$ cat config.mk
export PLATFORM = sky130hd
export DESIGN_NAME = cpu_seq_ctrl
export DESIGN_NICKNAME = d
export VERILOG_FILES = /design/src/rtl/cpu_seq_ctrl.sv
export SDC_FILE = /design/constraint.sdc
export NUM_CORES = 1
export LEC_CHECK = 0
export BUFFER_PORTS_ARGS = -buffer_cell sky130_fd_sc_hd__buf_2
export CORE_MARGIN = 8
export CORE_UTILIZATION = 55
export DETAILED_ROUTE_END_ITERATION = 8
export PLACE_DENSITY = 0.94
export SYNTH_ARGS = -nofsm -noshare
export SYNTH_HDL_FRONTEND = slang
export SYNTH_SLANG_ARGS = --single-unit
$ cat constraint.sdc
create_clock -name clk -period 3.5 [get_ports clk]
set_input_delay 0.525 -clock clk [delete_from_list [all_inputs] [get_ports clk]]
set_output_delay 0.525 -clock clk [all_outputs]
set_load 0.1 [all_outputs]
$ cat src/rtl/cpu_seq_ctrl.sv
// -----------------------------------------------------------------------------
// cpu_seq_ctrl
//
// Multi-cycle sequencer for the 16-bit CPU. Each instruction walks through
// FETCH -> DECODE -> EXEC -> (MEM) -> (WB) and then returns to FETCH. The block
// consumes the opcode decoder's static control flags and the ALU zero flag. It
// produces the PC, IR, MDR, register-file and memory strobes for the datapath.
//
// Parameters
//   MEM_TIMEOUT  consecutive not-ready cycles with mem_req high before FAULT
//                (0 disables the timeout)
//   CNT_W        width of the retired-instruction counter
//
// Ports
//   clk, rst        rising-edge clock, synchronous active-high reset
//   dec_*           static decoder flags for the instruction held in IR
//   alu_zero        ALU result == 0, meaningful in EXEC
//   mem_ready       memory accepts/completes the current request this cycle
//   mem_req/mem_we  memory request and write qualifier
//   mem_sel         address mux: 0 = PC (fetch), 1 = ALU result (data)
//   ir_load         capture memory read data into IR
//   mdr_load        capture memory read data into MDR
//   rf_we           register-file write enable
//   pc_en, pc_src   PC update (marks retire) and PC source (1 = branch target)
//   halted, fault   sticky HALT / memory-timeout indications
//   state           current sequencer state (debug visibility)
//   instr_count     retired-instruction counter, wraps at all-ones
//
// Memory handshake (req/ready):
//   mem_req is a pure decode of the FETCH/MEM states. A transfer takes place
//   in every cycle where mem_req and mem_ready are both high, and the FSM
//   leaves the access state on that same edge. While mem_ready is low the
//   request is held unchanged (same mem_sel/mem_we). The only ways to drop an
//   outstanding request without a transfer are rst and the wait timeout.
// -----------------------------------------------------------------------------
module cpu_seq_ctrl #(
    parameter int MEM_TIMEOUT = 8,
    parameter int CNT_W       = 16
) (
    input  logic             clk,
    input  logic             rst,
    input  logic             dec_reg_write,
    input  logic             dec_mem_read,
    input  logic             dec_mem_write,
    input  logic             dec_branch,
    input  logic             dec_branch_ne,
    input  logic             dec_pc_write,
    input  logic             alu_zero,
    input  logic             mem_ready,
    output logic             mem_req,
    output logic             mem_we,
    output logic             mem_sel,
    output logic             ir_load,
    output logic             mdr_load,
    output logic             rf_we,
    output logic             pc_en,
    output logic             pc_src,
    output logic             halted,
    output logic             fault,
    output logic [2:0]       state,
    output logic [CNT_W-1:0] instr_count
);

    // -------------------------------------------------------------------------
    // State encoding is visible on the state port, so the values are fixed.
    // -------------------------------------------------------------------------
    typedef enum logic [2:0] {
        S_FETCH  = 3'd0,
        S_DECODE = 3'd1,
        S_EXEC   = 3'd2,
        S_MEM    = 3'd3,
        S_WB     = 3'd4,
        S_HALT   = 3'd5,
        S_FAULT  = 3'd6
    } state_t;

    // -------------------------------------------------------------------------
    // Wait counter sizing. The counter never has to hold more than
    // MEM_TIMEOUT-1: on the not-ready cycle at that value the FSM moves to
    // FAULT, and the state change clears the counter.
    // -------------------------------------------------------------------------
    localparam int WAIT_W = (MEM_TIMEOUT <= 2) ? 1 : $clog2(MEM_TIMEOUT);
    localparam bit TIMEOUT_ON = (MEM_TIMEOUT > 0);
    localparam logic [WAIT_W-1:0] WAIT_LAST =
        WAIT_W'((MEM_TIMEOUT > 0) ? (MEM_TIMEOUT - 1) : 0);

    state_t             state_q;
    state_t             state_d;
    logic [WAIT_W-1:0]  wait_q;
    logic [WAIT_W-1:0]  wait_d;
    logic [CNT_W-1:0]   count_q;

    // Decoded helpers, meaningful only in the states that sample them.
    logic is_mem_op;
    logic branch_taken;
    logic timeout_hit;

    assign is_mem_op    = dec_mem_read | dec_mem_write;
    assign branch_taken = (dec_branch & alu_zero) | (dec_branch_ne & ~alu_zero);

    // A not-ready cycle at the last allowed count ends the wait. A ready in the
    // same cycle wins, because the transfer happens and the count is cleared.
    assign timeout_hit  = TIMEOUT_ON && !mem_ready && (wait_q == WAIT_LAST);

    // -------------------------------------------------------------------------
    // State, wait counter and retire counter registers.
    // -------------------------------------------------------------------------
    always_ff @(posedge clk) begin
        if (rst) begin
            state_q <= S_FETCH;
            wait_q  <= '0;
            count_q <= '0;
        end else begin
            state_q <= state_d;
            wait_q  <= wait_d;
            // pc_en is the retire strobe. The counter wraps naturally.
            if (pc_en) begin
                count_q <= count_q + CNT_W'(1);
            end
        end
    end

    // -------------------------------------------------------------------------
    // Next-state, outputs and wait-counter update.
    // Outputs are decodes of the current state, qualified by mem_ready, the
    // decoder flags and alu_zero only where the state needs them. That way a
    // flag change in FETCH, WB, HALT or FAULT cannot affect anything.
    // -------------------------------------------------------------------------
    always_comb begin
        state_d  = state_q;
        wait_d   = wait_q;
        mem_req  = 1'b0;
        mem_we   = 1'b0;
        mem_sel  = 1'b0;
        ir_load  = 1'b0;
        mdr_load = 1'b0;
        rf_we    = 1'b0;
        pc_en    = 1'b0;
        pc_src   = 1'b0;
        halted   = 1'b0;
        fault    = 1'b0;

        case (state_q)
            S_FETCH: begin
                mem_req = 1'b1;
                mem_sel = 1'b0;
                if (mem_ready) begin
                    ir_load = 1'b1;
                    state_d = S_DECODE;
                end else if (timeout_hit) begin
                    state_d = S_FAULT;
                end
            end

            S_DECODE: begin
                // dec_pc_write=0 identifies the HALT opcode.
                state_d = dec_pc_write ? S_EXEC : S_HALT;
            end

            S_EXEC: begin
                if (is_mem_op) begin
                    state_d = S_MEM;
                end else if (dec_reg_write) begin
                    state_d = S_WB;
                end else begin
                    // Branches and flag-less opcodes retire here.
                    pc_en   = 1'b1;
                    pc_src  = branch_taken;
                    state_d = S_FETCH;
                end
            end

            S_MEM: begin
                mem_req = 1'b1;
                mem_sel = 1'b1;
                // A load takes precedence when both flags are set, so a
                // write is only requested for a pure store.
                mem_we  = dec_mem_write & ~dec_mem_read;
                if (mem_ready) begin
                    if (dec_mem_read) begin
                        mdr_load = 1'b1;
                        state_d  = S_WB;
                    end else begin
                        pc_en    = 1'b1;
                        pc_src   = 1'b0;
                        state_d  = S_FETCH;
                    end
                end else if (timeout_hit) begin
                    state_d = S_FAULT;
                end
            end

            S_WB: begin
                rf_we   = 1'b1;
                pc_en   = 1'b1;
                pc_src  = 1'b0;
                state_d = S_FETCH;
            end

            S_HALT: begin
                halted = 1'b1;
            end

            S_FAULT: begin
                fault = 1'b1;
            end

            default: begin
                // Unused encoding 7: restart the instruction stream cleanly.
                state_d = S_FETCH;
            end
        endcase

        // The wait counter only advances while a request is stalled. Any
        // accepted transfer or any state change restarts it from zero.
        if (mem_ready || (state_d != state_q)) begin
            wait_d = '0;
        end else if (TIMEOUT_ON && ((state_q == S_FETCH) || (state_q == S_MEM))) begin
            wait_d = wait_q + WAIT_W'(1);
        end

        // While reset is held, every strobe is quiet. This drops any access
        // in flight and prevents a partial retire or register write.
        if (rst) begin
            mem_req  = 1'b0;
            mem_we   = 1'b0;
            mem_sel  = 1'b0;
            ir_load  = 1'b0;
            mdr_load = 1'b0;
            rf_we    = 1'b0;
            pc_en    = 1'b0;
            pc_src   = 1'b0;
            halted   = 1'b0;
            fault    = 1'b0;
        end
    end

    assign state       = state_q;
    assign instr_count = count_q;

endmodule
* Word level (Yosys, flattened, before mapping)
Index checks and enable logic that the tools add are counted.
** Word-level totals
- Flip-flop bits (word level) :: 22
- Input bits :: 10
** Cells by class
- Reductions and logical operators :: 8
- Add/subtract/negate cells :: 2
- Muxes and demuxes :: 37
- Bitwise operators :: 7
- Eq/ne operators :: 8
** Operators with widths (count)
- $mux W1 :: 28
- $mux W3 :: 7
- $add A16 B1 Y16 const B :: 1
- $pmux W3 S5 :: 1
- $eq A3 B3 Y1 const B :: 4
- $eq A3 B2 Y1 const B :: 2
- $reduce_or A2 Y1 :: 3
- $add A3 B1 Y3 const B :: 1
- $and A1 B1 Y1 :: 3
- $eq A3 B1 Y1 const B :: 1
- $logic_not A3 Y1 :: 1
- $ne A3 B3 Y1 :: 1
- $pmux W1 S3 :: 1
- $logic_or A1 B1 Y1 :: 2
- $not A1 Y1 :: 2
- $or A1 B1 Y1 :: 2
- $logic_and A1 B1 Y1 :: 1
- $logic_not A1 Y1 :: 1

* Depth between registers and ports, before layout
Gate-level depths: netlist of the first run.
- Depth after elaboration :: 8
- Gate-level depth with buffers :: 7
- Depth with buffers taken out :: 7

* Worst setup path after synthesis of the first run
OpenSTA, ideal clock, no wires.
- Path type :: reg2out
- Start :: register state_q[2], in the netlist state[2]
- End :: output halted
- Buffers on the path :: 1
- Stages on the path, launching flop included :: 4
- Path slack :: -1.398 ns
- Data required time :: 2.975 ns
- Data arrival time :: 4.373 ns
- Cell sequence :: dfxtp_1 > clkbuf_1 > inv_1 > nor4_1
** On the way
- Word-level cells in the longest chain between the ends :: 3
** RTL lines
- from (decl) :: RTL line 87 : state_t state_q;
- from (signal assigned) :: RTL line 114 : state_q <= state_d;
- $eq A3 B3 Y1 :: RTL line 143 : case (state_q)
- $mux W1 :: RTL line 143
- $mux W1 :: RTL line 224 : if (rst) begin
- to (decl) :: RTL line 58 : output logic halted,
Every way passes these cells.

* Final worst setup path of the first run
- Start :: register state_q[1], in the netlist state[1]
- End :: output pc_en
** On the way
- Word-level cells in the longest chain between the ends :: 3
- Elaborated cells on any way between the ends :: 5
- Those cells by class :: eq/ne (3); mux (2)
** RTL lines
- $eq A3 B3 Y1 / $eq A3 B2 Y1 (equally long branches) :: RTL line 143
- $pmux W1 S3 (*) :: RTL line 143
- $mux W1 (*) :: RTL line 224
- to (decl) :: RTL line 56 : output logic pc_en,
Mark *: on every way between the ends. The rest lies on a longest branch, timed or not.

==> results of run 1 <==
## layout make-up
class / instances / area share (%)
Tap cell: 30 / 2.320
Clock buffer: 4 / 2.243
Inverter: 6 / 1.392
Multi-Input combinational cell: 119 / 54.52
Sequential cell: 22 / 27.30
Timing Repair Buffer: 39 / 12.22
## registers in the layout, summed over array words and instances (netlist names)
name,cells
wait_q,3
state,3
instr_count,16
## worst reg2reg max path, stage by stage, from the launching register on
cell	delay (ps)
dfxtp_1	760
and4bb_2	390
nand3b_4	220
a2111oi_1	530
xnor2_1	170
nor2_1	50
## power by group
part           internal [uW]  switching, uW  leakage (uW)
Sequential               256           15.4      0.000178
Combinational           32.8           95.3      0.000462
Clock                   63.6           76.4     0.0000210
Total                    352            187      0.000661
## layer usage
metal  track usage (%)  vias up  part of all wire [%]
met3             3.559        9                   7.2
met5                 0        -                     0
met4             8.533        0                   2.6
met1             17.27      571                    45
met2             23.76       58                    45
li1                  -      626                     -
## synthesized netlist by cell type (all sizes together), types with 2 or more instances
cell     instances  area share, %
a21oi            6            2.2
nor3             8            2.9
clkbuf           6            1.7
nand2b           2           0.91
nor2            22            6.0
xnor2           15            9.5
nor2b            3            1.4
dfxtp           22             32
nand4            2           0.91
a2111oi          8            8.6
nor4             2           0.91
a211oi           3            2.7
buf              4            2.7
inv              6            1.6
a31oi            5            2.7
nand2           13            3.5
ha               3            2.7
nand3            6            2.2
and3             2           0.91
mux2i            3            2.2
and4             2            1.3
## final timing paths
| check | to | slack, ps | cells past startpoint |
|---|---|---|---|
| worst max-delay path | pc_en | 700 | 4 |
| worst min-delay path | instr_count[15] | 470 | 1 |
| worst max register to register | instr_count[10] | 1260 | 5 |
| worst min register to register | instr_count[15] | 470 | 1 |
## through the flow
step / power, uW / worst slack, ps / cell area [um2]
final: 539.2 / 700.0 / 1618
after global routing: 564.8 / 559.2 / 1618
after CTS: 542.7 / 693.9 / 1618
after detailed placement: 403.8 / 911.2 / 1582
after global placement: 400.9 / 959.0 / 1582
after floorplan: 383.2 / -277.6 / 1408
## cell usage in the layout, fill, tap and decap left out, drive strengths merged, types with 2 or more instances in the layout
cell | Yosys | layout
buf | 4 | 39
xnor2 | 15 | 15
mux2i | 3 | 3
a211oi | 3 | 3
nand4 | 2 | 2
inv | 6 | 6
nand2b | 2 | 2
a21oi | 6 | 6
clkbuf | 6 | 4
nor4 | 2 | 2
a2111oi | 8 | 8
and3 | 2 | 2
nand2 | 13 | 13
ha | 3 | 3
dfxtp | 22 | 22
nor2 | 22 | 22
nand3 | 6 | 6
a31oi | 5 | 5
and4 | 2 | 2
nor2b | 3 | 3
nor3 | 8 | 8
## cells by family (layout without fill, tap and decap cells)
family / count (synthesis) / count (layout) / share of synthesized area (%)
compound gates: 28 / 28 / 19.57
xor+xnor: 16 / 16 / 10.15
fa+ha+maj: 3 / 3 / 2.718
buf+inv: 16 / 49 / 6.068
flops: 22 / 22 / 31.88
mux: 4 / 4 / 2.989
simple gates: 68 / 68 / 26.63
==> impl_metrics.yaml, run 1 <==
run_status:
  status: "complete, no violations"
synth:
  syn-instance-count: 157
  synth_area_per_cell_um2: 8.798
  synth.distinct_cells: 41
  synth_area_um2: 1381
  synth_edf_count: 0
  yosys_most_used_dff: "dfxtp_1"
  ys_seq_elements: 22
  synthesis.nets: 170
  ys_seq_area_share_pct: 31.88
  ys_warn_count: 0
  async_flop_share_pct: 0
floorplanning:
  die_x_um: 66.12
  die-area_um2: 4371
  ios: 39
  start_util_pct: 56.79
  coreArea_um2: 2432
  rows: 18
  die_h_um: 66.12
grt:
  grt_max_degree: 28
  antenna_found_initial: 0
  grt.total_usage_pct: 14.73
  grt_pass1_vias: 1184
  gr-total-overflow: 0
  grt_pass1_wl_mm: 5.230
clock_network:
  clk_latency_ps: 310
  clock_sinks: 22
  cts_buffers: 3
  cts_tree: "yes"
  cts_max_path_buffers: 2
  cts_root_buffer: "clkbuf_4"
  cts_resized: 0
  cts_setup_buffers: 0
  hold_buffers: 0
  clkSlewWorstSetupHoldPaths_ps: 120
  htreeDepth: 1
sta:
  worst_pin_slew_ps: 650.7
  fmax_mhz: 357.1
  fin_crit_sh_pct: 80.00
  maxSlewViolCount: 0
  hold_violations: 0
  hold_ws_ps: 474.7
  rsz0062_at_grt: "false"
  max-slew-margin-rel_pct: 56.56
  setup_violations: 0
  skew_ps: 4.377
  min_period_ps: 2800
  tns_ps: 0
cells_and_area:
  nFillCells: 212
  antenna_cells: 0
  nets: 204
  ff_latch_area_um2: 441.7
  instances_no_fill: 220
  drive_gt1_share_pct: 32.11
  multi_input_area_um2: 882.1
  areaGrowthSynthToFinish_pct: 17.12
  postLayoutCoreUtil_pct: 66.51
setup_path:
  worstPathMaxFanout: 18
  worst-setup-path-type: "reg2out"
  startpoint_type: "register"
  critPathCaptureType: "primary output"
  startpoint: "state[1]"
  critPathBufInv: 1
  path_cells: "and4bb_2, nand3b_4, nand2_2, buf_2"
  r2r_start: "state[1]"
  required_ps: 2970
  arrival_ps: 2280
  critical_path.max_stage_delay_ps: 760
  critical-path-slowest-cell: "dfxtp_1"
  crit_family: "flip-flops"
power:
  cellPowerDensity_nw_per_um2: 333.3
  leakage_uw: 0.0006614
  ir_drop_v: 0.0003331
run:
  cap_viol_max_count: 0
detailed_routing:
  drt-vias-per-instance: 5.745
  routed_wl_mm: 3.120
  dr.pass1.iters: 4
  ant_nets: 0
  vias: 1264
  wl_per_cell_um: 14.18
  drt_iter0_markers: 44
  drc_errors: 0
place:
  io_buffers: 38
  dp.cells: 216
  hpwl_mm: 2.387
  gp_congestion: 0.8688
worst_hold_path:
  hp-class: "reg2reg"
  hold_start: "instr_count[15]"
Power figures use the tool's default switching activity.
==> run 2, diff against run 1 <==
--- a/config.mk
+++ b/config.mk
@@ -7,9 +7,9 @@
 export LEC_CHECK = 0
 export BUFFER_PORTS_ARGS = -buffer_cell sky130_fd_sc_hd__buf_2
 export CORE_MARGIN = 8
-export CORE_UTILIZATION = 55
+export CORE_UTILIZATION = 46
 export DETAILED_ROUTE_END_ITERATION = 8
-export PLACE_DENSITY = 0.94
+export PLACE_DENSITY = 0.85
 export SYNTH_ARGS = -nofsm -noshare
 export SYNTH_HDL_FRONTEND = slang
 export SYNTH_SLANG_ARGS = --single-unit
==> constraint.sdc (replaced) <==
create_clock -name clk -period 2.4 [get_ports clk]
set_input_delay 0.36 -clock clk [delete_from_list [all_inputs] [get_ports clk]]
set_output_delay 0.36 -clock clk [all_outputs]
set_load 0.1 [all_outputs]
==> run 2 against run 1 <==
Against the previous run:
- setup slack got worse by 520 ps
- global-route usage fell by 1.1 points
- first-iteration DRC count rose by 64%
- total power rose by 55%
- critical endpoint unchanged
- largest cell class unchanged
==> impl_metrics.yaml, run 2 (synthesis gave the netlist of run 1 again) <==
detailed_routing:
  ant_nets: 0
  wl_per_cell_um: 15.24
  drt-vias-per-instance: 5.686
  routed_wl_mm: 3.398
  vias: 1268
  dr.pass1.iters: 4
  drc_errors: 0
  drt_iter0_markers: 72
setup_path:
  critPathCaptureType: "primary output"
  worst-setup-path-type: "reg2out"
  path_cells: "nor2b_1, a31oi_4, nand2_8, buf_4"
  critical-path-slowest-cell: "dfxtp_4"
  arrival_ps: 1860
  required_ps: 2040
  worstPathMaxFanout: 18
  critical_path.max_stage_delay_ps: 510
  startpoint_type: "register"
floorplanning:
  start_util_pct: 46.78
  ios: 39
  die_h_um: 70.80
  coreArea_um2: 2953
  die-area_um2: 5013
  rows: 20
  die_x_um: 70.80
sta:
  setup_violations: 0
  rsz0062_at_grt: "false"
  hold_ws_ps: 360.3
  hold_violations: 0
  maxSlewViolCount: 0
  worst_pin_slew_ps: 658.1
  fin_crit_sh_pct: 92.35
  max-slew-margin-rel_pct: 56.13
  min_period_ps: 2216
  fmax_mhz: 451.2
  skew_ps: 5.482
power:
  power.net_switching_uw: 285.6
  swShare_pct: 34.10
  p_int_uw: 551.9
  power_frac_comb_pct: 23.3
  power.share.clock_pct: 29.2
  ir_drop_v: 0.0002938
  cellPowerDensity_nw_per_um2: 488.6
  leakage_uw: 0.0006768
  power.share.sequential_pct: 47.5
grt:
  antenna_found_initial: 0
  grt_max_degree: 19
  grt.met1_usage_pct: 16.91
  grt_use_met3_pct: 1.977
  grtUsageMet2_pct: 21.94
  grt_pass1_wl_mm: 5.644
  top_usage_layer: "met2"
  grt_pass1_vias: 1193
  gr-total-overflow: 0
  grt.total_usage_pct: 13.62
place:
  gp_congestion: 0.8979
  io_buffers: 38
  placed_area_um2: 1659
  hpwl_mm: 2.525
cells_and_area:
  areaGrowthSynthToFinish_pct: 24.09
  layout.cells.most_common: "buf_2"
  postLayoutCellArea_um2: 1714
  drive_gt1_share_pct: 34.74
  final_cell_mix: "buf_2 (36), nor2_1 (22), dfxtp_1 (19), xnor2_1 (15), nand2_1 (12)"
  nFillCells: 261
  postLayoutCoreUtil_pct: 58.05
  largest_register_ffs: 16
  nets: 204
  antenna_cells: 0
worst_hold_path:
  hp-class: "in2reg"
clock_network:
  cts_buffers: 3
  cts_root_buffer: "clkbuf_4"
  cts_setup_buffers: 0
  hold_buffers: 0
  clkSlewWorstSetupHoldPaths_ps: 130
  htreeDepth: 1
  clk_latency_ps: 310
  clock_sinks: 22
  cts_max_path_buffers: 2
  cts_tree: "yes"
run_status:
  status: "complete, no violations"
run:
  cap_viol_max_count: 0
run 2: changes by cell type in the layout (fill, tap and decap cells not counted), moves of 2 or more:
cell,previous run,this run
nor4_2,2,0
dfxtp_4,0,3
nor4_4,0,2
dfxtp_1,21,19
buf_2,38,36
run 2: layout make-up:
cell class                 count  area (um2)  area share [%]
sequential                    22       451.7           26.35
clock buffer                   4       47.55           2.774
timing repair buffer          39       215.2           12.55
multi-input combinational    119       935.9           54.60
tap                           33       41.29           2.409
inverter                       6       22.52           1.314
run 2: path summary, 6_finish.rpt:
kind,start,end,slack (ps),cells after the start
worst max-delay path,state[1],pc_en,180,4
worst min-delay path,rst,instr_count[2],360,2
worst max register to register,state[1],instr_count[8],400,5
worst min register to register,instr_count[15],instr_count[15],470,1
run 2: worst max-delay path: cells and delay by family (launching register included):
kind,cells,cell delay (ps)
flip-flops,1,510
AND/OR/NAND/NOR,2,440
AO/OA/AOI/OAI,1,300
buffers and inverters,1,290
run 2: layer usage:
metal  vias up  share of wire [%]
met5         -                  0
met4         0                2.8
met3        10                5.5
met2        43                 48
met1       585                 44
li1        630                  -
run 2: stage by stage:
step                setup slack, ps  setup TNS (ps)  total power, uW  cells
floorplan                    -256.4           -3334            567.9    157
global placement              281.6               0            596.0    219
detailed placement            225.5               0            597.9    219
CTS                           98.90               0            843.5    223
global route                  63.33               0            870.0    223
finish                        183.6               0            837.5    223
run 2: power by group through the flow:
stage | clock network [uW] | logic (uW) | registers [uW]
finish | 245 | 195 | 398
global placement | 0 | 191 | 405
global route | 262 | 208 | 400
detailed placement | 0 | 193 | 405
CTS | 252 | 194 | 397
floorplan | 0 | 143 | 425
run 2: what timing repair did:
action | 4_1_cts | 5_1_grt
gates resized for setup | 1 | 1
setup endpoints to repair | 1 | 1
endpoints found under the hold margin | 0 | 0
==> run 3, diff against run 2 <==
--- a/config.mk
+++ b/config.mk
@@ -9,7 +9,7 @@
 export CORE_MARGIN = 8
 export CORE_UTILIZATION = 46
 export DETAILED_ROUTE_END_ITERATION = 8
-export PLACE_DENSITY = 0.85
+export PLACE_DENSITY = 0.76
 export SYNTH_ARGS = -nofsm -noshare
 export SYNTH_HDL_FRONTEND = slang
 export SYNTH_SLANG_ARGS = --single-unit
==> run 3 against run 2 <==
Against the previous run:
- clock-buffer cell count is the same
- die area is the same
- flip-flop and latch count is the same
- sequential share of layout area shrank 0.11 points
- non-clock buffer count grew 2
- final area grew 0.44%
- clock power grew 4%
- fmax shrank 0.15%
- total power grew 1.9%
- largest cell class unchanged
- largest power group unchanged
==> impl_metrics.yaml, run 3 (synthesis gave the netlist of run 1 again) <==
run_status:
  status: "complete, no violations"
power:
  cellPowerDensity_nw_per_um2: 495.5
  p_int_uw: 554.3
  total_power_uw: 853.0
  leakage_uw: 0.0006839
  power.share.sequential_pct: 46.6
  power_frac_comb_pct: 23.4
  ir_drop_v: 0.0002582
  power.net_switching_uw: 298.8
  power.share.clock_pct: 30.0
  swShare_pct: 35.02
place:
  placed_area_um2: 1674
  io_buffers: 38
  hpwl_mm: 2.786
  gp_congestion: 0.8787
  dp.cells: 221
setup_path:
  endpoint: "pc_src"
  required_ps: 2040
  startpoint: "state[0]"
  path_cells: "nor3_1, and4_1, buf_2"
  worstPathMaxFanout: 15
  r2r_cells: 7
  critPathCaptureType: "primary output"
  startpoint_type: "register"
  critical_path.max_stage_delay_ps: 440
  arrival_ps: 1860
  r2r_setup_slack_ps: 320
  r2r_end: "wait_q[1]"
  worst-setup-path-type: "reg2out"
  critical-path-slowest-cell: "dfxtp_4"
  r2r_start: "wait_q[0]"
clock_network:
  cts_tree: "yes"
  cts_resized: 0
  cts_buffers: 3
  htreeDepth: 1
  cts_setup_buffers: 0
  clkSlewWorstSetupHoldPaths_ps: 130
  cts_max_path_buffers: 2
  clk_latency_ps: 330
  cts_root_buffer: "clkbuf_4"
  hold_buffers: 0
  clock_sinks: 22
floorplanning:
  die-area_um2: 5013
  start_util_pct: 46.78
  die_h_um: 70.80
  coreArea_um2: 2953
  die_x_um: 70.80
  rows: 20
  ios: 39
sta:
  worst_pin_slew_ps: 526.2
  rsz0062_at_grt: "false"
  fmax_mhz: 450.5
  maxSlewViolCount: 0
  max-slew-margin-rel_pct: 64.81
  setup_violations: 0
  hold_ws_ps: 359.2
  min_period_ps: 2220
  hold_violations: 0
  skew_ps: 3.916
  fin_crit_sh_pct: 92.49
cells_and_area:
  areaGrowthSynthToFinish_pct: 24.64
  postLayoutCoreUtil_pct: 58.31
  layout.cells.most_common: "buf_2"
  final_cell_mix: "buf_2 (37), nor2_1 (22), dfxtp_1 (19), xnor2_1 (15), nand2_1 (12)"
  nets: 206
  drive_gt1_share_pct: 34.90
  multi_input_area_um2: 930.9
  ff_latch_area_um2: 451.7
  nFillCells: 275
  largest_register_ffs: 16
  instances_no_fill: 225
  antenna_cells: 0
  postLayoutCellArea_um2: 1722
detailed_routing:
  dr.pass1.iters: 4
  drt_iter0_markers: 90
  drc_errors: 0
  drt-vias-per-instance: 5.800
  vias: 1305
  ant_nets: 0
  wl_per_cell_um: 16.19
  routed_wl_mm: 3.642
grt:
  gr-total-overflow: 0
  antenna_found_initial: 0
  grt.total_usage_pct: 14.74
  grt_pass1_vias: 1272
  grt_max_degree: 19
  grt_pass1_wl_mm: 6.016
worst_hold_path:
  hp-class: "in2reg"
  hold_start: "rst"
run:
  cap_viol_max_count: 0
[run 3: cell types whose count changed in the layout (fill, tap and decap cells not counted), sizes merged]
cell,before,now
buf,39,41
[run 3: worst min path at each step]
stage	end	slack (ps)	cells past startpoint
2_1_floorplan	wait_q[2]	500	2
3_3_place_gp	instr_count[15]	460	1
3_5_place_dp	instr_count[15]	470	1
4_1_cts	state[1]	350	2
5_1_grt	instr_count[0]	360	2
6_report	instr_count[0]	360	2
[run 3: metal layers]
| metal | GRT usage, % | routed length, um | vias to the layer above |
|---|---|---|---|
| met4 | 6.236 | 63 | 0 |
| met2 | 23.79 | 1748 | 51 |
| li1 | - | - | 633 |
| met3 | 4.096 | 255 | 7 |
| met1 | 17.85 | 1575 | 614 |
| met5 | 0 | 0 | - |
[run 3: layout make-up]
class,count,share of cell area (%)
Multi-Input combinational cell,119,54.07
Sequential cell,22,26.24
Timing Repair Buffer,41,13.23
Clock buffer,4,2.762
Tap cell,33,2.398
Inverter,6,1.308
[run 3: power by group through the flow]
| stage | sequential [uW] | combinational [uW] | clock, uW |
|---|---|---|---|
| final | 398 | 200 | 255 |
| after global routing | 401 | 211 | 278 |
| after CTS | 398 | 200 | 260 |
| after detailed placement | 406 | 199 | 0 |
| after global placement | 405 | 195 | 0 |
| after floorplan | 425 | 143 | 0 |
[run 3: worst max-delay path: cells and delay by family (launching register included)]
kind                   cells  cell delay [ps]
buffers and inverters      1              430
flip-flops                 1              440
AND/OR/NAND/NOR            2              660
[run 3: stage by stage]
step / worst slack, ps / TNS [ps]
CTS: 175.2 / 0
detailed placement: 368.4 / 0
global route: 118.8 / 0
global placement: 431.9 / 0
finish: 180.3 / 0
floorplan: -256.4 / -3334
